<file path="src/rtl/ssd_decoder.sv">
// ============================================================================
// Module   : ssd_decoder
// Purpose  : Receive-side decoder for a multiplexed, active-low seven-segment
//            bus. Waits for each anode dwell to settle, decodes the segment
//            pattern back to a hex nibble per digit, reassembles the displayed
//            value, flags illegal patterns and pulses once per full frame.
// Options  : SSD_DECODER_BLANK_EN - when defined, an all-segments-off pattern
//            is tolerated as a blanked digit instead of an error.
// Revision : 1.0 - initial release
// ============================================================================
`default_nettype none

module ssd_decoder #(
  parameter int DIGITS = 8,
  parameter int SETTLE = 4
) (
  input  logic                ssd_decoder_port_clk,
  input  logic                ssd_decoder_port_rst,
  input  logic [6:0]          ssd_decoder_port_ssd,
  input  logic                ssd_decoder_port_idp,
  input  logic [DIGITS-1:0]   ssd_decoder_port_an,
  output logic [4*DIGITS-1:0] ssd_decoder_port_value,
  output logic [DIGITS-1:0]   ssd_decoder_port_dp,
  output logic [DIGITS-1:0]   ssd_decoder_port_vld,
  output logic                ssd_decoder_port_frame,
  output logic                ssd_decoder_port_err
);

  localparam int                KW       = (DIGITS > 1) ? $clog2(DIGITS) : 1;
  localparam logic [DIGITS-1:0] C_ONE    = DIGITS'(1);
  localparam logic [8:0]        C_SETTLE = 9'(SETTLE);

  typedef enum logic [1:0] {
    ST_IDLE    = 2'd0,
    ST_SETTLE  = 2'd1,
    ST_CAPTURE = 2'd2,
    ST_HOLD    = 2'd3
  } state_t;

  // Input stage (s1) and its one-cycle-older copy (s2)
  logic [6:0]          r_s1_ssd, r_s2_ssd;
  logic                r_s1_idp, r_s2_idp;
  logic [DIGITS-1:0]   r_s1_an,  r_s2_an;

  state_t              r_state, w_state_nxt;
  logic [7:0]          r_cnt, w_cnt_nxt;
  logic [8:0]          w_cnt_inc;
  logic                w_capture;

  logic [DIGITS-1:0]   w_an_act;
  logic                w_onehot;
  logic                w_changed;
  logic [KW-1:0]       w_idx;
  logic [4:0]          w_dec;
  logic                w_hit;
  logic                w_blank;

  logic [4*DIGITS-1:0] r_value;
  logic [DIGITS-1:0]   r_dp;
  logic [DIGITS-1:0]   r_vld;
  logic [DIGITS-1:0]   r_mask;
  logic                r_frame;
  logic                r_err;

  // Returns {hit, nibble} for an active-low gfedcba pattern
  function automatic logic [4:0] f_decode(input logic [6:0] pat);
    case (pat)
      7'b1000000: f_decode = 5'h10;
      7'b1111001: f_decode = 5'h11;
      7'b0100100: f_decode = 5'h12;
      7'b0110000: f_decode = 5'h13;
      7'b0011001: f_decode = 5'h14;
      7'b0010010: f_decode = 5'h15;
      7'b0000010: f_decode = 5'h16;
      7'b1111000: f_decode = 5'h17;
      7'b0000000: f_decode = 5'h18;
      7'b0010000: f_decode = 5'h19;
      7'b0001000: f_decode = 5'h1A;
      7'b0000011: f_decode = 5'h1B;
      7'b1000110: f_decode = 5'h1C;
      7'b0100001: f_decode = 5'h1D;
      7'b0000110: f_decode = 5'h1E;
      7'b0001110: f_decode = 5'h1F;
      default:    f_decode = 5'h00;
    endcase
  endfunction

  // Anode one-hot test on the newest sample; change test across all lines
  assign w_an_act  = ~r_s1_an;
  assign w_onehot  = (w_an_act != '0) && ((w_an_act & (w_an_act - C_ONE)) == '0);
  assign w_changed = (r_s1_ssd != r_s2_ssd) || (r_s1_idp != r_s2_idp) ||
                     (r_s1_an != r_s2_an);
  assign w_cnt_inc = {1'b0, r_cnt} + 9'd1;

  // Capture always uses s2: it is the copy that was just proven stable
  assign w_dec   = f_decode(r_s2_ssd);
  assign w_hit   = w_dec[4];
  assign w_blank = (r_s2_ssd == 7'h7F);

  // Digit index = position of the low anode bit in the stable copy
  always_comb begin
    w_idx = '0;
    for (int i = 0; i < DIGITS; i++) begin
      if (!r_s2_an[i]) w_idx = KW'(i);
    end
  end

  // Register the bus once and keep the previous sample for change detection
  always_ff @(posedge ssd_decoder_port_clk or negedge ssd_decoder_port_rst) begin
    if (!ssd_decoder_port_rst) begin
      r_s1_ssd <= 7'h7F;
      r_s2_ssd <= 7'h7F;
      r_s1_idp <= 1'b1;
      r_s2_idp <= 1'b1;
      r_s1_an  <= '1;
      r_s2_an  <= '1;
    end else begin
      r_s1_ssd <= ssd_decoder_port_ssd;
      r_s2_ssd <= r_s1_ssd;
      r_s1_idp <= ssd_decoder_port_idp;
      r_s2_idp <= r_s1_idp;
      r_s1_an  <= ssd_decoder_port_an;
      r_s2_an  <= r_s1_an;
    end
  end

  // FSM state and settle counter
  always_ff @(posedge ssd_decoder_port_clk or negedge ssd_decoder_port_rst) begin
    if (!ssd_decoder_port_rst) begin
      r_state <= ST_IDLE;
      r_cnt   <= '0;
    end else begin
      r_state <= w_state_nxt;
      r_cnt   <= w_cnt_nxt;
    end
  end

  // Next-state logic: settle, capture once, then hold until the dwell ends
  always_comb begin
    w_state_nxt = r_state;
    w_cnt_nxt   = r_cnt;
    w_capture   = 1'b0;
    case (r_state)
      ST_IDLE: begin
        w_cnt_nxt = '0;
        if (w_onehot) w_state_nxt = ST_SETTLE;
      end
      ST_SETTLE: begin
        if (w_changed) begin
          w_cnt_nxt   = '0;
          w_state_nxt = w_onehot ? ST_SETTLE : ST_IDLE;
        end else if (w_cnt_inc == C_SETTLE) begin
          w_cnt_nxt   = '0;
          w_state_nxt = ST_CAPTURE;
        end else begin
          w_cnt_nxt = w_cnt_inc[7:0];
        end
      end
      ST_CAPTURE: begin
        // A dwell ending right at capture must not be missed by HOLD
        w_capture = 1'b1;
        w_cnt_nxt = '0;
        if (w_changed) w_state_nxt = w_onehot ? ST_SETTLE : ST_IDLE;
        else           w_state_nxt = ST_HOLD;
      end
      ST_HOLD: begin
        if (w_changed) begin
          w_cnt_nxt   = '0;
          w_state_nxt = w_onehot ? ST_SETTLE : ST_IDLE;
        end
      end
      default: begin
        w_state_nxt = ST_IDLE;
        w_cnt_nxt   = '0;
      end
    endcase
  end

  // Per-digit capture, sticky error and frame completion tracking
  always_ff @(posedge ssd_decoder_port_clk or negedge ssd_decoder_port_rst) begin
    if (!ssd_decoder_port_rst) begin
      r_value <= '0;
      r_dp    <= '0;
      r_vld   <= '0;
      r_mask  <= '0;
      r_frame <= 1'b0;
      r_err   <= 1'b0;
    end else begin
      r_frame <= 1'b0;
      if (&r_mask) begin
        r_frame <= 1'b1;
        r_mask  <= '0;
      end
      if (w_capture) begin
        r_mask[w_idx] <= 1'b1;
        r_dp[w_idx]   <= ~r_s2_idp;
        if (w_hit) begin
          r_value[w_idx*4 +: 4] <= w_dec[3:0];
          r_vld[w_idx]          <= 1'b1;
        end else begin
          r_vld[w_idx] <= 1'b0;
`ifdef SSD_DECODER_BLANK_EN
          if (w_blank) r_value[w_idx*4 +: 4] <= 4'h0;
          else         r_err <= 1'b1;
`else
          r_err <= 1'b1;
`endif
        end
      end
    end
  end

`ifndef SSD_DECODER_BLANK_EN
  // Blank detection only matters when blanking is tolerated
  logic w_unused;
  assign w_unused = w_blank;
`endif

  assign ssd_decoder_port_value = r_value;
  assign ssd_decoder_port_dp    = r_dp;
  assign ssd_decoder_port_vld   = r_vld;
  assign ssd_decoder_port_frame = r_frame;
  assign ssd_decoder_port_err   = r_err;

endmodule

`default_nettype wire

</file>
<file path="config.mk">
export PLATFORM = sky130hd
export DESIGN_NAME = ssd_decoder
export DESIGN_NICKNAME = d
export VERILOG_FILES = /design/src/rtl/ssd_decoder.sv
export SDC_FILE = /design/constraint.sdc
export NUM_CORES = 1
export LEC_CHECK = 0
export ABC_AREA = 1
export CAP_MARGIN = 10
export CORE_MARGIN = 5
export CORE_UTILIZATION = 59
export CTS_BUF_LIST = sky130_fd_sc_hd__clkbuf_16
export DETAILED_ROUTE_END_ITERATION = 6
export PLACE_DENSITY = 0.95
export SETUP_SLACK_MARGIN = 0.3
export SYNTH_ARGS = -nofsm -noshare
export SYNTH_HDL_FRONTEND = slang
export SYNTH_SLANG_ARGS = --single-unit
</file>
<file path="constraint.sdc">
create_clock -name ssd_decoder_port_clk -period 5.9 [get_ports ssd_decoder_port_clk]
set_input_delay 0.885 -clock ssd_decoder_port_clk [delete_from_list [all_inputs] [get_ports ssd_decoder_port_clk]]
set_output_delay 0.885 -clock ssd_decoder_port_clk [all_outputs]
set_load 0.1 [all_outputs]
</file>
**Yosys cells after proc, flatten, opt, wreduce, memory -nomap -nowiden**

Index checks and enable logic that the tools add are counted.

- Register bits: 100

- Add/subtract/negate cells: 3
- $lt $le $gt $ge: 2
- Equality and inequality tests: 25
- Shifts and indexed selects: 2
- Multiplexer cells: 28
- Bitwise gates (word level): 8
- Reductions and logical operators: 13

Operators by type and width:

| cell | number |
|---|---|
| $pmux W5 S16 | 1 |
| $mux W8 | 6 |
| $neg A5 Y34 | 1 |
| $shift A4 B34 Y32 const A | 1 |
| $shiftx A4 B34 Y32 | 1 |
| $bwmux W32 | 1 |
| $eq A7 B7 Y1 const B | 4 |
| $pmux W8 S3 | 1 |
| $eq A7 B5 Y1 const B | 3 |
| $eq A7 B6 Y1 const B | 3 |
| $mux W3 | 6 |
| $and A8 B8 Y8 | 2 |
| $not A8 Y8 | 2 |
| $or A8 B8 Y8 | 2 |
| $eq A7 B2 Y1 const B | 2 |
| $eq A7 B4 Y1 const B | 2 |
| $mux W2 | 5 |
| $add A8 B1 Y9 const B | 1 |
| $eq A9 B3 Y1 const B | 1 |
| $bwmux W8 | 1 |
| $logic_not A8 Y1 | 1 |
| $ne A8 B8 Y1 | 1 |
| $pmux W2 S4 | 1 |
| $reduce_and A8 Y1 | 1 |
| other kinds (21) | 31 |

**Longest topological paths before layout**

Gate-level depths: netlist of run 1.

- Word-level depth: 14
- Gate-level depth with buffers: 15
- Depth with buffers taken out: 13

**Worst setup path before layout of run 1**

No wires, ideal clock.

- Kind: register to register
- Start point: register r_s2_an[2]
- End point: register r_value[0], in the netlist ssd_decoder_port_value[0]
- Library setup time: 122 ps
- Data arrival time: 2210 ps
- Required time: 5778 ps
- Path slack: 3568 ps
- Cell stages (with the launch flop): 14
- Cells stage by stage: dfstp_2 > inv_1 > o21ai_1 > nand2_1 > nand2_1 > nand2_1 > buf_4 > ha_1 > inv_1 > clkbuf_1 > nor4_1 > nand2_4 > nand2_1 > nand2_1

- Word-level cells in the longest chain between the ends: 9
- Elaborated cells between the ends (all ways): 10

Ends and longest elaborated chain:

| item | line | text |
|---|---|---|
| start, declared | 43 | `logic [DIGITS-1:0] r_s1_an, r_s2_an;` |
| start signal, assigned | 123 | `r_s2_an <= r_s1_an;` |
| $mux W3 (*) (6 in a row) | 104 | `if (!r_s2_an[i]) w_idx = KW'(i);` |
| $neg A5 Y34 (*) | 198 | `r_value[w_idx*4 +: 4] <= w_dec[3:0];` |
| $shiftx A4 B34 Y32 / $shift A4 B34 Y32 (equally long branches) | 198 |  |
| $bwmux W32 (*) | 198 |  |
| end signal, assigned by index | 198 |  |
| end, declared | 58 | `logic [4*DIGITS-1:0] r_value;` |

Mark *: on every way between the ends. The rest lies on a longest branch, timed or not.
A chain may end at the register's enable or synchronous reset.

==> results of run 1 <==
==> through the flow <==
stage	cells	hold slack [ps]	power, mW	area (µm²)	util (%)
3_3_place_gp	752	363.5	0.8387	5529	70.82
2_1_floorplan	588	360.6	0.8060	4762	-
3_5_place_dp	752	364.8	0.8449	5529	70.82
5_1_grt	768	376.5	1.491	5833	74.71
6_report	768	371.9	1.440	5833	74.71
4_1_cts	768	373.6	1.442	5833	74.71
==> cell type report <==
cell class / instances / area [µm²]
sequential: 100 / 2542
clock buffer: 9 / 225.2
timing repair buffer: 68 / 675.6
inverter: 66 / 247.7
multi-input combinational: 416 / 1936
clock inverter: 7 / 78.83
tap: 102 / 127.6
fill: 534 / 1974
==> cells in the mapped netlist, drive strengths merged <==
master / number / area, µm²
nand3b: 2 / 15.01
nor4: 2 / 12.51
nor3: 5 / 25.02
o22ai: 1 / 6.260
a22oi: 1 / 7.510
nand2: 226 / 870.8
clkbuf: 2 / 8.750
dfrtp: 68 / 1702
dfstp: 32 / 840.8
xor2: 1 / 8.760
a21oi: 5 / 25.02
inv: 64 / 240.2
clkinv: 2 / 7.510
nand3: 23 / 155.1
o21ai: 54 / 270.3
buf: 4 / 27.52
ha: 6 / 75.07
o21bai: 1 / 7.510
nor2: 76 / 344.1
a21o: 1 / 7.510
nand4: 12 / 105.1
==> worst paths after layout <==
path,slack [ps],from,to
worst max-delay path,3140,flop,ssd_decoder_port_vld[6]
worst min-delay path,370,r_s1_idp$_DFF_PN1_,r_s2_idp$_DFF_PN1_
worst max register to register,3190,r_s2_an[2]$_DFF_PN1_,ssd_decoder_port_value[0]$_DFFE_PN0P_
worst min register to register,370,r_s1_idp$_DFF_PN1_,r_s2_idp$_DFF_PN1_
max in group asynchronous,4290,ssd_decoder_port_rst,ssd_decoder_port_value[12]$_DFFE_PN0P_
min in group asynchronous,560,ssd_decoder_port_rst,ssd_decoder_port_dp[7]$_DFFE_PN0P_
==> state kept, by name, summed over array words and instances, names as in the netlist, named ones only <==
| register | cells |
|---|---|
| r_mask | 8 |
| r_s1_idp | 1 |
| ssd_decoder_port_frame | 1 |
| r_state | 2 |
| r_s2_an | 8 |
| r_s2_ssd | 7 |
| ssd_decoder_port_dp | 8 |
| r_s2_idp | 1 |
| ssd_decoder_port_value | 32 |
| r_cnt | 8 |
| r_s1_an | 8 |
| ssd_decoder_port_err | 1 |
| r_s1_ssd | 7 |
==> logic make-up after synthesis <==
logic type                 Yosys count  share of synthesized area [%]
AOI/OAI and AO/OA                   63                          6.805
buffers and inverters               72                          5.964
adders and majority gates            6                          1.576
xor gates and xnor gates             1                         0.1840
and+or+nand+nor                    346                          32.08
DFF                                100                          53.39
==> per-layer routing <==
layer / vias up / share of wire, %
met2: 163 / 51
met5: - / 0
met1: 1917 / 41
li1: 1980 / -
met3: 28 / 5.7
met4: 0 / 2.4
==> where the power goes <==
| part | total [mW] | leakage (nW) | switching (mW) | internal (mW) |
|---|---|---|---|---|
| clock network | 0.604 | 0.151 | 0.269 | 0.335 |
| registers | 0.734 | 1.29 | 0.0253 | 0.709 |
| logic | 0.103 | 1.37 | 0.0677 | 0.0348 |
| total | 1.44 | 2.81 | 0.362 | 1.08 |
==> metrics.cfg, run 1 <==
[clocking]
cts_tree = yes
h-tree-depth = 3
clockBufferDepth = 2
post_cts_resized = 0
clkLatencyLatePin_ps = 350
ctsHoldBuffers = 0
cts_root_buf = clkbuf_16
clkSlewWorstSetupHoldPaths_ps = 70
postCtsSetupBuffers = 0
clock_sinks = 100
cts_buffers = 9

[cells_and_area]
antenna_cells = 0
finalNetCount = 685
mostFrequentLayoutCells = nand2_1 (219), dfrtp_1 (68), nor2_1 (66), clkdlybuf4s50_1 (66), inv_1 (55)
layout-drive-gt1-share_pct = 12.91
area_growth_pct = 22.49
final_common_cell = nand2_1

[die]
ios = 68
rows = 32
fp.dieArea_mm2 = 0.009968
core_mm2 = 0.007807
die-width_um = 99.84
die_h_um = 99.84
initial_utilization_pct = 60.99

[timing]
hold_violations = 0
period_share_pct = 46.76
fin_crit_ps = 2759
timing.fmax_ghz = 0.3625
max-slew-margin-rel_pct = 33.30
fin_ws_ps = 3141
fin_setup_tns_ps = 0
tightest_slew_ps = 997.4
skew_ps = 8.447
slew_violations = 0
setup_viol = 0
grt_setup_unrepaired = no

[hold_path]
min_path_cells = 0
hp-class = flop to flop

[global_route]
grt_use_met1_pct = 29.21
grt_overflow = 0
grt_first_pass_wirelength_um = 18570
antenna_found_initial = 0
grt_pass1_vias = 4010
track_usage_pct = 23.24
met3_usage_pct = 3.405
grt_start_max_net_pins = 52
top_usage_layer = met2
met2_usage_pct = 40.28

[route]
vias_per_cell = 5.323
num_vias = 4088
wl_um = 11050
drtIter0Drc = 209
wl_per_cell_um = 14.39
ant_nets = 0
drc = 0
drt_first_pass_iters = 5

[synth]
synth.avg_cell_area_um2 = 8.099
synthesis.area_mm2 = 0.004762
syn_nets = 612
synth_cells = 588
yosys_warnings = 0
synth_seq_cells = 100
yosysSeqAreaShare_pct = 53.39
ys_types = 32

[worst_setup_path]
path_class = flop to output port
cpLargestDelayFamily = buffers and inverters
end_kind = output port
cp.required_ps = 5020
reg2regPathDepth = 11
crit_path_max_fanout = 2
path_buf_inv = 1
startpoint_type = flop
slowest_stage = clkdlybuf4s50_1
critical_path_arrival_ps = 1870
worst-path-stages = 1
cpPeakStageDelay_ps = 1150
crit_chain = clkdlybuf4s50_1

[power_and_ir_drop]
powerDensity_mw_per_mm2 = 246.9
ir_drop_uv = 194.5
p_leak_nw = 2.807

[run_status]
outcome = finished clean

[flow_run]
max-cap-violations = 0

[place]
hpwl_um = 7725
gp_congestion = 0.9723
io_buffer_count = 67
dp_slack_ps = 3376

Power figures use the tool's default switching activity.
==> run 2, diff against run 1 <==
CORE_UTILIZATION = 55   (was 59)
PLACE_DENSITY = 0.9   (was 0.95)
clock period = 2.63 ns   (was 5.9 ns; I/O delays follow)
==> metrics.cfg, run 2 (same netlist as run 1, synthesis figures left out) <==
[run_status]
outcome = finished clean

[place]
gp_congestion = 0.8978  ; -7.7%
placed_cells = 759  ; +0.93%
hpwl_um = 7362  ; -4.7%
place_area_mm2 = 0.005438  ; -1.7%
io_buffer_count = 67  ; unchanged

[timing]
slew_violations = 0  ; unchanged
tightest_slew_ps = 517.2  ; -480.2 ps
whs_ps = 103.2  ; -268.7 ps
max-slew-margin-rel_pct = 65.20  ; +32 points
period_share_pct = 85.70
skew_ps = 12.54  ; +4.091 ps
fin_setup_tns_ps = 0  ; unchanged
fin_crit_ps = 2254
setup_viol = 0  ; unchanged
timing.fmax_ghz = 0.4437
grt_setup_unrepaired = yes
hold_violations = 0  ; unchanged

[cells_and_area]
final_cells = 783  ; +2.0%
mostFrequentLayoutCells = nand2_1 (214), dfrtp_1 (68), nor2_1 (58), buf_4 (58), inv_1 (53)
area_growth_pct = 25.04
finalNetCount = 694  ; +1.3%
largest_reg_flops = 32  ; unchanged
final_common_cell = nand2_1
stdcell_area_mm2 = 0.005954  ; +2.1%
antenna_cells = 0  ; unchanged
layout-drive-gt1-share_pct = 24.74  ; +12 points

[die]
initial_utilization_pct = 55.42  ; -5.6 points
die-width_um = 103.1  ; +3.2%
rows = 34  ; +6.3%
fp.dieArea_mm2 = 0.01062  ; +6.5%
core_mm2 = 0.008593  ; +10%
die_h_um = 103.1  ; +3.2%
ios = 68  ; unchanged

[worst_setup_path]
end_kind = flop
startpoint_type = flop
worst_path_most_repeated_cell = nand2_1
slowest_stage = dfstp_2
cp.required_ps = 2890  ; -2130 ps
cpPeakStageDelay_ps = 540  ; -610 ps
reg2regPathDepth = 12  ; +1
reg2reg_slack_ps = 380  ; -2810 ps
critical_path_arrival_ps = 2510  ; +640 ps
crit_path_max_fanout = 9  ; +7
path_class = flop to flop
crit_chain = inv_1, o21ai_1, nand2_1, nand2_2, nand2_4, ha_2, ha_4, clkinvlp_4, nand2_1, nor2_1, nand2_1, o21ai_0

[route]
wl_um = 11170  ; +1.0%
wl_per_cell_um = 14.26  ; -0.90%
vias_per_cell = 5.323  ; about the same
drc = 0  ; unchanged
drt_first_pass_iters = 5  ; unchanged
ant_nets = 0  ; unchanged
drtIter0Drc = 221  ; +5.7%
num_vias = 4168  ; +2.0%

[clocking]
ctsHoldBuffers = 0  ; unchanged
clkSlewWorstSetupHoldPaths_ps = 80  ; about the same
h-tree-depth = 3  ; unchanged
clkLatencyLatePin_ps = 350  ; about the same
clock_sinks = 100  ; unchanged
cts_root_buf = clkbuf_16
cts_tree = yes
cts_buffers = 9  ; unchanged
clockBufferDepth = 2  ; unchanged

[power_and_ir_drop]
clkPwrFrac_pct = 41.1  ; -0.8 points
seq_power_share_pct = 50.2  ; -0.8 points
p_total_mw = 3.287  ; +130%
p_leak_nw = 2.950  ; +5.1%
powerDensity_mw_per_mm2 = 552.0  ; +120%
p_sw_mw = 0.8334  ; +130%
switching_share_pct = 25.36  ; +0.23 points
p_int_mw = 2.453  ; +130%
ir_drop_uv = 337.8  ; +74%
power_frac_comb_pct = 8.8  ; +1.7 points

[flow_run]
max-cap-violations = 0  ; unchanged

[global_route]
grt_first_pass_wirelength_um = 17710  ; -4.6%
grt_overflow = 0  ; unchanged
grt_start_max_net_pins = 101  ; +94%
antenna_found_initial = 0  ; unchanged
track_usage_pct = 21.00  ; -2.2 points
grt_pass1_vias = 3986  ; -0.60%

[hold_path]
hp-class = input pin to asynchronous set/reset pin

==> run 2: stage by stage <==
step           util [%]  worst slack [ps]
6_report          69.29             376.0
5_1_grt           69.29             145.3
4_1_cts           67.20             316.6
3_5_place_dp      63.28             199.7
3_3_place_gp      63.28             334.6
2_1_floorplan         -             376.8
==> run 2: area by class of cell <==
cell class / count / area (µm²)
inverters: 66 / 259.0
flip-flops and latches: 100 / 2542
well taps: 108 / 135.1
fillers: 605 / 2639
repair buffers: 76 / 635.6
repair inverters: 1 / 5.005
multi-input cells: 416 / 2071
clock inverters: 7 / 81.33
clock buffers: 9 / 225.2
==> run 2: final timing paths <==
kind / start / end
worst max-delay path: r_s2_an[2]$_DFF_PN1_ / ssd_decoder_port_value[14]$_DFFE_PN0P_
worst min-delay path: ssd_decoder_port_rst / ssd_decoder_port_value[11]$_DFFE_PN0P_
worst max register to register: r_s2_an[2]$_DFF_PN1_ / ssd_decoder_port_value[14]$_DFFE_PN0P_
worst min register to register: r_s1_ssd[6]$_DFF_PN1_ / r_s2_ssd[6]$_DFF_PN1_
max in group asynchronous: ssd_decoder_port_rst / r_s2_ssd[4]$_DFF_PN1_
min in group ssd_decoder_port_clk: r_s1_ssd[6]$_DFF_PN1_ / r_s2_ssd[6]$_DFF_PN1_
==> run 2: per-layer routing <==
metal | track usage [%] | share of wire (%) | up-vias
li1 | - | - | 2010
met1 | 26.35 | 41 | 1966
met3 | 4.736 | 6.2 | 36
met5 | 0 | 0 | -
met2 | 35.42 | 50 | 156
met4 | 8.068 | 2.7 | 0
==> run 2: power by group through the flow <==
stage                     clock, mW  combinational, mW  sequential, mW
after global placement            0              0.219            1.67
after floorplan                   0              0.170            1.64
after CTS                      1.37              0.239            1.65
after global routing           1.43              0.322            1.65
final                          1.35              0.288            1.65
after detailed placement          0              0.228            1.67
==> run 2: critical path, delay by kind of cell (launching register included) <==
family	cells	cell delay [ps]
flip-flops	1	540
AND/OR/NAND/NOR	6	730
adder cells (fa/ha/maj)	2	390
buffers and inverters	2	220
AO/OA/AOI/OAI	2	290
==> run 2: timing repair <==
item / in CTS / in global routing
setup endpoints to repair: 23 / 32
pin swaps: 0 / 7
gates resized for setup: 5 / 29
endpoints found under the hold margin: 0 / 0
buffers inserted: 0 / 7
cloned: 0 / 1
==> run 3, diff against run 2 <==
GPL_ROUTABILITY_DRIVEN = 0   (was unset)
==> metrics.cfg, run 3 (same netlist as run 1, synthesis figures left out) <==
[power_and_ir_drop]
p_sw_mw = 0.7797  ; -6.4%
clkPwrFrac_pct = 40.2  ; -0.9 points
seq_power_share_pct = 51.4  ; +1.2 points
p_leak_nw = 2.926  ; -0.82%
switching_share_pct = 24.36  ; -0.99 points
power_frac_comb_pct = 8.3  ; -0.5 points
powerDensity_mw_per_mm2 = 546.6  ; -0.98%
ir_drop_uv = 365.1  ; +8.1%
p_int_mw = 2.421  ; -1.3%

[worst_setup_path]
startpoint_type = flop
cpPeakStageDelay_ps = 570  ; +30 ps
slowest_stage = dfstp_2
crit_path_max_fanout = 8  ; -1
path_class = flop to flop
end_kind = flop
reg2regPathDepth = 11  ; -1
worst-path-stages = 11  ; -1
path_buf_inv = 3  ; +1
cp.required_ps = 2860  ; -30 ps
crit_chain = nand2_1, nor2_2, inv_1, ha_4, clkinvlp_4, nor2_1, nand4_1, inv_1, nand3_2, nand2_1, o21ai_1
critical_path_arrival_ps = 2500  ; about the same
cpLargestDelayFamily = simple AND/OR/NAND/NOR gates

[cells_and_area]
final_common_cell = nand2_1
largest_reg_flops = 32  ; unchanged
multi_input_area_mm2 = 0.002031  ; -1.9%
antenna_cells = 0  ; unchanged
final_cells = 779  ; -0.51%
area_growth_pct = 22.96
nFillCells = 646  ; +6.8%
mostFrequentLayoutCells = nand2_1 (216), dfrtp_1 (68), nor2_1 (61)
layout-drive-gt1-share_pct = 22.95  ; -1.8 points
stdcell_area_mm2 = 0.005856  ; -1.7%
finalNetCount = 690  ; -0.58%
ff_latch_area_mm2 = 0.002542  ; unchanged

[timing]
hold_violations = 0  ; unchanged
grt_setup_unrepaired = yes
tightest_slew_ps = 538.1  ; +20.86 ps
max-slew-margin-rel_pct = 64.13  ; -1.1 points
fin_crit_ps = 2270  ; +15.66 ps
skew_ps = 9.397  ; -3.141 ps
slew_violations = 0  ; unchanged
fin_setup_tns_ps = 0  ; unchanged
period_share_pct = 86.30  ; +0.60 points
timing.fmax_ghz = 0.4406  ; -0.69%
setup_viol = 0  ; unchanged
whs_ps = 75.92  ; -27.27 ps

[run_status]
outcome = finished clean

[global_route]
grt_start_max_net_pins = 101  ; unchanged
grt_pass1_vias = 4005  ; +0.48%
track_usage_pct = 20.48  ; -0.52 points
grt_overflow = 0  ; unchanged
antenna_found_initial = 0  ; unchanged
grt_first_pass_wirelength_um = 17390  ; -1.8%

[place]
place_area_mm2 = 0.005438  ; unchanged
io_buffer_count = 67  ; unchanged
placed_cells = 759  ; unchanged
hpwl_um = 7403  ; +0.57%

[die]
ios = 68  ; unchanged
die_h_um = 103.1  ; unchanged
initial_utilization_pct = 55.42  ; unchanged
rows = 34  ; unchanged
fp.dieArea_mm2 = 0.01062  ; unchanged
core_mm2 = 0.008593  ; unchanged
die-width_um = 103.1  ; unchanged

[clocking]
clkSlewWorstSetupHoldPaths_ps = 70  ; about the same
clkLatencyLatePin_ps = 350  ; about the same
cts_tree = yes
clock_sinks = 100  ; unchanged
h-tree-depth = 3  ; unchanged
cts_root_buf = clkbuf_16
clockBufferDepth = 2  ; unchanged
cts_buffers = 9  ; unchanged

[route]
num_vias = 4011  ; -3.8%
wl_per_cell_um = 13.60  ; -4.7%
drc = 0  ; unchanged
wl_um = 10590  ; -5.1%
ant_nets = 0  ; unchanged
drtIter0Drc = 214  ; -3.2%
vias_per_cell = 5.149  ; -3.3%
drt_first_pass_iters = 5  ; unchanged

[flow_run]
max-cap-violations = 0  ; unchanged

[hold_path]
hp-class = input pin to asynchronous set/reset pin

run 3: cell count changes in the layout (fill, tap and decap cells not counted), sizes merged:
cell and delta:
clkinv +2, clkinvlp -1, buf -3, inv -2
run 3: worst register-to-register path, delay by kind of cell, from the launching register on:
kind	cells	cell delay (ps)
AOI/OAI and AO/OA	1	60
adders and majority gates	1	330
buffers and inverters	3	370
DFF	1	570
and+or+nand+nor	6	820
run 3: stage by stage:
step	worst slack (ps)	utilization [%]	total power, mW
floorplan	376.8	-	1.809
global placement	340.4	63.28	1.888
detailed placement	251.2	63.28	1.903
CTS	285.6	66.70	3.189
global route	197.9	68.14	3.339
finish	360.3	68.14	3.200
run 3: timing repair:
item / CTS / global route
setup endpoints to repair: 26 / 32
setup buffers: 0 / 4
pin swaps: 0 / 3
resized for setup: 1 / 20
hold buffers: 0 / 0
run 3: layer usage:
layer	track usage, %	wire (µm)
met3	5.210	573
met5	0	0
met2	34.48	5382
met1	25.84	4441
met4	6.873	193
run 3: path summary, 6_finish.rpt:
path | start | end | slack (ps)
min in group ssd_decoder_port_clk | r_s1_ssd[6]$_DFF_PN1_ | r_s2_ssd[6]$_DFF_PN1_ | 370
setup / recovery | r_s2_an[7]$_DFF_PN1_ | ssd_decoder_port_value[16]$_DFFE_PN0P_ | 360
setup reg to reg | r_s2_an[7]$_DFF_PN1_ | ssd_decoder_port_value[16]$_DFFE_PN0P_ | 360
hold / removal | ssd_decoder_port_rst | asynchronous set/reset pin | 80
max in group asynchronous | ssd_decoder_port_rst | r_s2_ssd[0]$_DFF_PN1_ | 2110
hold reg to reg | r_s1_ssd[6]$_DFF_PN1_ | r_s2_ssd[6]$_DFF_PN1_ | 370
run 3: power groups by stage:
stage	Clock [mW]	Sequential, mW	Combinational (mW)
after floorplan	0	1.64	0.170
after global placement	0	1.67	0.219
after detailed placement	0	1.67	0.229
after CTS	1.31	1.65	0.235
after global routing	1.38	1.65	0.302
final	1.29	1.65	0.267
run 3: cell type report:
class	instances	area share (%)
clock inverter	7	1.132
multi-input combinational	416	34.68
sequential	100	43.42
timing repair buffer	73	10.26
clock buffer	9	3.846
inverter	66	4.359
tap	108	2.308
